--- config.mk ---
export PLATFORM = sky130hd
export DESIGN_NAME = coin_input_cond
export DESIGN_NICKNAME = d
export VERILOG_FILES = /design/src/rtl/coin_input_cond.sv
export SDC_FILE = /design/constraint.sdc
export NUM_CORES = 1
export LEC_CHECK = 0
export CAP_MARGIN = 20
export CORE_UTILIZATION = 60
export CTS_CLUSTER_SIZE = 24
export DETAILED_ROUTE_END_ITERATION = 8
export MAX_ROUTING_LAYER = met4
export PLACE_DENSITY = 0.83
export SETUP_SLACK_MARGIN = 0.5
export SLEW_MARGIN = 15
export SYNTH_ARGS = -nofsm -noshare
export SYNTH_HDL_FRONTEND = slang
export SYNTH_SLANG_ARGS = --single-unit
--- constraint.sdc ---
create_clock -name sys_clk -period 3.19 [get_ports sys_clk]
set_input_delay 0.957 -clock sys_clk [delete_from_list [all_inputs] [get_ports sys_clk]]
set_output_delay 0.957 -clock sys_clk [all_outputs]
set_load 0.03 [all_outputs]
--- src/rtl/coin_input_cond.sv ---
// Coin-key front end: synchronises, debounces and edge-detects two raw coin keys and
// issues mutually exclusive, spaced single-cycle coin pulses to the vend FSM.
module coin_input_cond #(
    parameter int unsigned DEBOUNCE_CYCLES = 1_000_000,
    parameter int unsigned GAP_CYCLES      = 16,
    parameter bit          KEY_ACTIVE_LOW  = 1'b1
) (
    input  logic       sys_clk,
    input  logic       sys_rst_n,
    input  logic       key_coin5,
    input  logic       key_coin10,
    output logic       have_coin5,
    output logic       have_coin10,
    output logic [1:0] key_level,
    output logic [7:0] drop_cnt
);

    localparam int CW = (DEBOUNCE_CYCLES > 1) ? $clog2(DEBOUNCE_CYCLES) : 1;
    localparam int GW = $clog2(GAP_CYCLES + 1);
    localparam logic [CW-1:0] CNT_ZERO = CW'(0);
    localparam logic [CW-1:0] CNT_ONE  = CW'(1);
    localparam logic [CW-1:0] CNT_LAST = CW'(DEBOUNCE_CYCLES - 1);
    localparam logic [GW-1:0] GAP_ZERO = GW'(0);
    localparam logic [GW-1:0] GAP_ONE  = GW'(1);
    localparam logic [GW-1:0] GAP_LOAD = GW'(GAP_CYCLES);

    logic [1:0]    raw_s;
    logic [1:0]    sync1_r;
    logic [1:0]    sync2_r;
    logic [CW-1:0] cnt_r [2];
    logic [1:0]    level_r;
    logic [1:0]    level_d_r;
    logic [1:0]    press_s;
    logic [1:0]    pend_r;
    logic [1:0]    pend_nxt_s;
    logic [1:0]    issue_s;
    logic [1:0]    drop_s;
    logic [GW-1:0] gcnt_r;
    logic [1:0]    have_r;
    logic [7:0]    drop_cnt_r;
    logic [8:0]    drop_sum_s;

    // Bit 1 = coin10, bit 0 = coin5; normalised so that 1 always means pressed.
    assign raw_s = KEY_ACTIVE_LOW ? ~{key_coin10, key_coin5} : {key_coin10, key_coin5};

    // Two-flop synchroniser for the asynchronous keys.
    always_ff @(posedge sys_clk) begin
        if (!sys_rst_n) begin
            sync1_r <= 2'b00;
            sync2_r <= 2'b00;
        end else begin
            sync1_r <= raw_s;
            sync2_r <= sync1_r;
        end
    end

    // Debounce: a differing synced level must persist DEBOUNCE_CYCLES edges; any match restarts.
    always_ff @(posedge sys_clk) begin
        if (!sys_rst_n) begin
            level_r   <= 2'b00;
            level_d_r <= 2'b00;
            for (int ch = 0; ch < 2; ch++) begin
                cnt_r[ch] <= CNT_ZERO;
            end
        end else begin
            level_d_r <= level_r;
            for (int ch = 0; ch < 2; ch++) begin
                if (sync2_r[ch] == level_r[ch]) begin
                    cnt_r[ch] <= CNT_ZERO;
                end else if (cnt_r[ch] == CNT_LAST) begin
                    level_r[ch] <= sync2_r[ch];
                    cnt_r[ch]   <= CNT_ZERO;
                end else begin
                    cnt_r[ch] <= cnt_r[ch] + CNT_ONE;
                end
            end
        end
    end

    assign press_s = level_r & ~level_d_r;

    // Arbiter: coin5 has priority, nothing issues while the gap counter runs.
    always_comb begin
        issue_s = 2'b00;
        if (gcnt_r != GAP_ZERO) begin
            issue_s = 2'b00;
        end else if (pend_r[0]) begin
            issue_s = 2'b01;
        end else if (pend_r[1]) begin
            issue_s = 2'b10;
        end else begin
            issue_s = 2'b00;
        end
    end

    // A press landing on the cycle its pending flag is consumed re-arms it instead of dropping.
    assign pend_nxt_s = (pend_r & ~issue_s) | press_s;
    assign drop_s     = press_s & pend_r & ~issue_s;
    assign drop_sum_s = {1'b0, drop_cnt_r} + {8'h00, drop_s[0]} + {8'h00, drop_s[1]};

    // Pending flags, gap counter, pulse and saturating drop counter registers.
    always_ff @(posedge sys_clk) begin
        if (!sys_rst_n) begin
            pend_r     <= 2'b00;
            gcnt_r     <= GAP_ZERO;
            have_r     <= 2'b00;
            drop_cnt_r <= 8'h00;
        end else begin
            pend_r <= pend_nxt_s;
            have_r <= issue_s;
            if (issue_s != 2'b00) begin
                gcnt_r <= GAP_LOAD;
            end else if (gcnt_r != GAP_ZERO) begin
                gcnt_r <= gcnt_r - GAP_ONE;
            end else begin
                gcnt_r <= GAP_ZERO;
            end
            if (drop_sum_s > 9'd255) begin
                drop_cnt_r <= 8'hFF;
            end else begin
                drop_cnt_r <= drop_sum_s[7:0];
            end
        end
    end

    assign have_coin5  = have_r[0];
    assign have_coin10 = have_r[1];
    assign key_level   = level_r;
    assign drop_cnt    = drop_cnt_r;

endmodule

### Yosys cells after proc, flatten, opt, wreduce, memory -nomap -nowiden

Memories as Yosys holds them, arrays and structs flattened.
Cells that the tools add are included.

* bits of input ports: 4
* output and inout bits: 12
* logic and storage cells: 79
* ROM bits: 0
* bits in registers: 25
* bits in latches: 0
* bits in writable memories: 40
* memories: 1

* multiply operators: 0
* bitwise gates (word level): 18
* divide/modulo/power cells: 0
* add/sub/neg operators: 5
* $lt $le $gt $ge: 1
* reduce and logical (&&, ||, !) cells: 5
* shift-type cells: 0
* equality and inequality tests: 4
* multiplexer cells: 35

Memory list
* cnt_r: depth 2, bits a word 20, read ports 2, clocked after Yosys merged registers in 0, write ports 2, line 30 `logic [CW-1:0] cnt_r [2];`

Operator list (number)
* 20-bit 2-to-1 mux: 6
* 20-bit by 1-bit adder with 20-bit output, second input constant: 2
* 20-bit equality test, second input constant: 2
* 1-bit 2-to-1 mux: 23
* 5-bit 2-to-1 mux: 2
* 8-bit by 1-bit adder with 9-bit output: 1
* 9-bit by 1-bit adder with 9-bit output: 1
* 9-bit by 8-bit greater-than comparator with 1-bit output, second input constant: 1
* 2-bit bitwise AND: 4
* 8-bit 2-to-1 mux: 1
* 2-bit 2-to-1 mux: 3
* 2-bit NOT: 3
* 1-bit bitwise OR: 6
* 5-bit nonzero test: 1
* 5-bit by 1-bit subtractor with 5-bit output, second input constant: 1
* 1-bit NOT: 4
* 2-bit AND reduction: 2
* 3-bit OR reduction: 1
* 1-bit equality test: 2
* 2-bit bitwise OR: 1
* 2-bit nonzero test: 1

### Depth between registers and ports, before layout

* depth after elaboration: 9
* mapped depth: 12

### Worst setup path before layout

OpenSTA, ideal clock, no wires.

* kind: register -> register
* from: register gcnt_r[0]
* to: register drop_cnt_r[0] (netlist: drop_cnt[0])
* path slack: 798 ps
* cell stages (with the launch flop): 12
* path buffers: 0
* data arrival time: 2320 ps
* clock period less this slack: 2392 ps
* cells stage by stage: dfxtp_1 -> inv_1 -> ha_1 -> nand3b_1 -> o21ai_0 -> or2_2 -> fa_1 -> inv_1 -> ha_1 -> and4_1 -> nand4_1 -> a21oi_1

* cells in the longest elaborated chain, start to end: 8

Ends and longest elaborated chain
* start: declaration: line 38 `logic [GW-1:0] gcnt_r;`
* start signal: assignment: line 114 `gcnt_r <= gcnt_r - GAP_ONE;`
* 5-bit nonzero test (*): line 85 `if (gcnt_r != GAP_ZERO) begin`
* 2-bit 2-to-1 mux (*): line 85
* 2-bit NOT (*): line 98 `assign drop_s = press_s & pend_r & ~issue_s;`
* 2-bit bitwise AND (*): line 98
* 8-bit by 1-bit adder with 9-bit output: line 99 `assign drop_sum_s = {1'b0, drop_cnt_r} + {8'h00, drop_s[0]} + {8'h00, drop_s[1]};`
* 9-bit by 1-bit adder with 9-bit output (*): line 99
* 9-bit by 8-bit greater-than comparator with 1-bit output: line 118 `if (drop_sum_s > 9'd255) begin`
* 8-bit 2-to-1 mux (*): line 118
* end signal: assignment: line 121 `drop_cnt_r <= drop_sum_s[7:0];`
* end: declaration: line 40 `logic [7:0] drop_cnt_r;`

Every way passes the cells marked *; elsewhere a longest branch is shown, timed or not.
A chain may end at the register's enable or synchronous reset.

### Worst setup path after layout

* from: register gcnt_r[0]
* to: register drop_cnt_r[4] (netlist: drop_cnt[4])

The elaborated chain is that of the path after synthesis.

==> results by group <==
Floorplanning
  • Die Wd: around 75 microns
  • Initial core utilization: 0.6241
  • Core area: 5140 sq um
  • Die height: 75.12 microns
  • Core Rows: 26
  • Die Area: 5643 sq um
  • Num ports: 16

Power
  • Pwr Total: approximately 0.0019 W
  • Peak supply drop: 359.4 uV
  • Cell Pwr Density: 491.8 nW/um^2
  • LEAKAGE: ~1.4 nW

Job
  • Max Cap Viol: 0

Synth
  • Flop and latch count out of synthesis: 65
  • Seq/Total Area, Yosys: 0.5304
  • Mean Syn Cell Area: 10.35 sq um
  • Synth Area in Adders: 0.02574
  • Mux cell area share after synthesis: 0.006630
  • Largest family of logic cells by synthesized area: simple AND/OR/NAND/NOR gates
  • Synth Area in Compound Gates: 0.06747
  • Fraction of registers with async set/reset: 0
  • Cell Area, Synth: 3208 sq um
  • Dominant synthesized flop cell: edfxtp_1
  • Mapped Cells: 310
  • Yosys cell types: 45
  • Synth Area in XOR/XNOR: 0.09282
  • Post-synth EDFFs: 40
  • Simple-Gate Fraction of Synth Area: 0.2484
  • Ys Warns: 0

Routing
  • Routed Antenna Nets: 0
  • Total wire length: 5930 microns
  • Initial DRC Count: 105
  • Vias: 2399
  • Routed len/inst: 13.27 microns
  • Drt drc: 0
  • Vias per Instance: 5.367
  • First drt pass iteration count: 4

Setup path
  • Buf+Inv Stages, Crit Path: 3
  • CP Class: reg2reg
  • Worst Setup EP: drop_cnt[4]
  • CP max stage cell: dfxtp_2
  • Worst path depth: 12
  • Crit path from: gcnt_r[0]
  • Crit Path Max Fanout: 6
  • Reg-to-Reg End: drop_cnt[4]
  • Cell Chain, Critical Path: inv_1 > ha_1 > nand3b_1 > buf_4 > nand2_1 > or2_2 > fa_2 > inv_1 > ha_4 > and4_4 > nand4_1 > a21oi_1
  • Critical Path RT: about 3.5 ns
  • WP data arrival: 2.88 ns
  • Nature of the critical path endpoint: flip-flop
  • Most Frequent Cell on Critical Path: inv_1
  • R2R setup slack: 0.57 ns
  • Reg2Reg Depth: 12
  • Reg-to-Reg Start: gcnt_r[0]
  • Startpoint types: flip-flop
  • Family with the most delay on the worst path: simple AND/OR/NAND/NOR gates
  • CP max stage delay: 0.34 ns

Layout
  • Final Util: 0.7371
  • Final instance area: 3789 sq um
  • Syn-to-layout area delta: 18.10%
  • # diodes: 0
  • Layout cells sized above 1: 0.09019
  • Fin nets: approximately 380

Min path
  • Hold Path Class: reg2reg

Clock network
  • CTS tree: yes
  • H-tree levels: 3
  • Clock Latency Late Sink: 0.34 ns
  • Worst-path clk slew: roughly 0.07 ns
  • Max clock buf depth: 2
  • TritonCTS Buffers: 9
  • CTS root buf: clkbuf_8
  • Clk sinks: 65

Placement
  • Post-Place Worst Slack: between 0.5 and 0.6 ns
  • RePlAce Congestion: slightly below 0.8
  • I/O Buffers: 15
  • Detailed placement HPWL: ~4100 microns
  • Dpl cell area: 3576 sq um

STA
  • Clk_skew: approximately 0.0059 ns
  • Fin. Hold Viols: 0
  • Slew @ Worst Pin: 0.7789 ns
  • Setup violations, final: 0
  • Setup_tns: 0 ns
  • Rel. slew slack: 0.4792
  • Final min period: about 2.6 ns
  • Final setup margin: ~0.57 ns
  • F_max: 382.3 MHz
  • RSZ-0062 raised after global routing: no
  • Part of the cycle the worst path needs: 0.8201
  • Fin. max-slew vios: 0

Outcome
  • Status: complete, no violations

Global route
  • First-pass GRT wire length: ~9800 microns
  • Antenna violations before repair: 0
  • Largest net degree at the start of global routing: 20
  • Vias in the first global route: 2268
  • Grt total ovfl: 0
  • Total GRT Usage: 0.2406
[routing by layer]
layer	GRT usage	part of all wire	vias up
met5	-	0	-
met4	0.1153	0.017	0
met3	0.04685	0.029	14
met2	0.4074	0.50	41
met1	0.2730	0.45	1135
li1	-	-	1209
[cells in the mapped netlist (2+ instances only)]
master	n	area, sq um
a21oi_1	21	105.1
and2_1	4	25.02
and3_1	6	37.54
and4_1	4	35.03
clkbuf_1	3	11.26
dfxtp_1	25	500.5
edfxtp_1	40	1201
ha_1	5	62.56
inv_1	17	63.81
nand2_1	14	52.55
nand2b_1	2	12.51
nand3_1	13	65.06
nand4_1	13	81.33
nor2_1	43	161.4
nor3_1	6	30.03
nor4_1	6	37.54
nor4b_1	5	43.79
o21ai_0	11	55.05
or2_2	3	18.77
or3_1	9	56.30
or4_1	4	30.03
xnor2_1	20	175.2
xor2_1	14	122.6
[cells by family after synthesis]
logic type               Yosys count
AND/OR/NAND/NOR                  143
flip-flops                        65
AO/OA/AOI/OAI                     37
XOR/XNOR                          34
buffers and inverters             22
adder cells (fa/ha/maj)            6
multiplexers                       2
other                              1
[where the power goes]
| part | switching [W] | internal [W] | leakage (nW) |
|---|---|---|---|
| logic | 0.000116 | 0.0000981 | 0.643 |
| registers | 0.0000502 | 0.000944 | 0.616 |
| clock network | 0.000298 | 0.000357 | 0.0918 |
[state kept, by name (all words and copies together) (netlist names)]
signal	flops
level_d_r	2
sync1_r	2
have_r	2
drop_cnt	8
cnt_r	40
gcnt_r	5
sync2_r	2
key_level	2
pend_r	2
[metrics by stage]
stage	std cells	hold slack [ns]
2_1_floorplan	349	0.4119
3_3_place_gp	430	0.4232
3_5_place_dp	430	0.4268
4_1_cts	446	0.4429
5_1_grt	447	0.4321
6_report	447	0.4194
[worst min-delay path by stage]
| stage | to | cells after the start | startpoint | slack (ns) |
|---|---|---|---|---|
| 3_5_place_dp | sync2_r[0] | 1 | sync1_r[0] | 0.43 |
| 3_3_place_gp | sync2_r[0] | 1 | sync1_r[0] | 0.42 |
| 5_1_grt | gcnt_r[0] | 1 | gcnt_r[0] | 0.43 |
| 6_report | gcnt_r[0] | 1 | gcnt_r[0] | 0.42 |
| 2_1_floorplan | sync2_r[0] | 1 | sync1_r[0] | 0.41 |
| 4_1_cts | sync2_r[0] | 1 | sync1_r[0] | 0.44 |
[cell usage in the layout, fill, tap and decap left out, types with 13 or more instances in the layout]
| cell type | n |
|---|---|
| xor2_1 | 14 |
| a21oi_1 | 20 |
| conb_1 | 40 |
| nand4_1 | 13 |
| nand3_1 | 13 |
| clkdlybuf4s50_1 | 15 |
| nand2_1 | 14 |
| edfxtp_1 | 40 |
| nor2_1 | 43 |
| inv_1 | 17 |
| xnor2_1 | 20 |
| dfxtp_1 | 23 |
[timing repair]
item,CTS,global route
setup endpoints to repair,0,7
hold buffers,0,0
resized for setup,0,9
setup buffers,0,1
[final cells by class]
cell class / count / area, sq um
Multi-Input combinational cell: 262 / 1589
Clock buffer: 12 / 135.1
Fill cell: 386 / 1351
Sequential cell: 65 / 1704
Inverter: 17 / 63.81
Clock inverter: 4 / 43.79
Tap cell: 70 / 87.58
Timing Repair Buffer: 17 / 165.2
(Power assumes the default switching activity.)
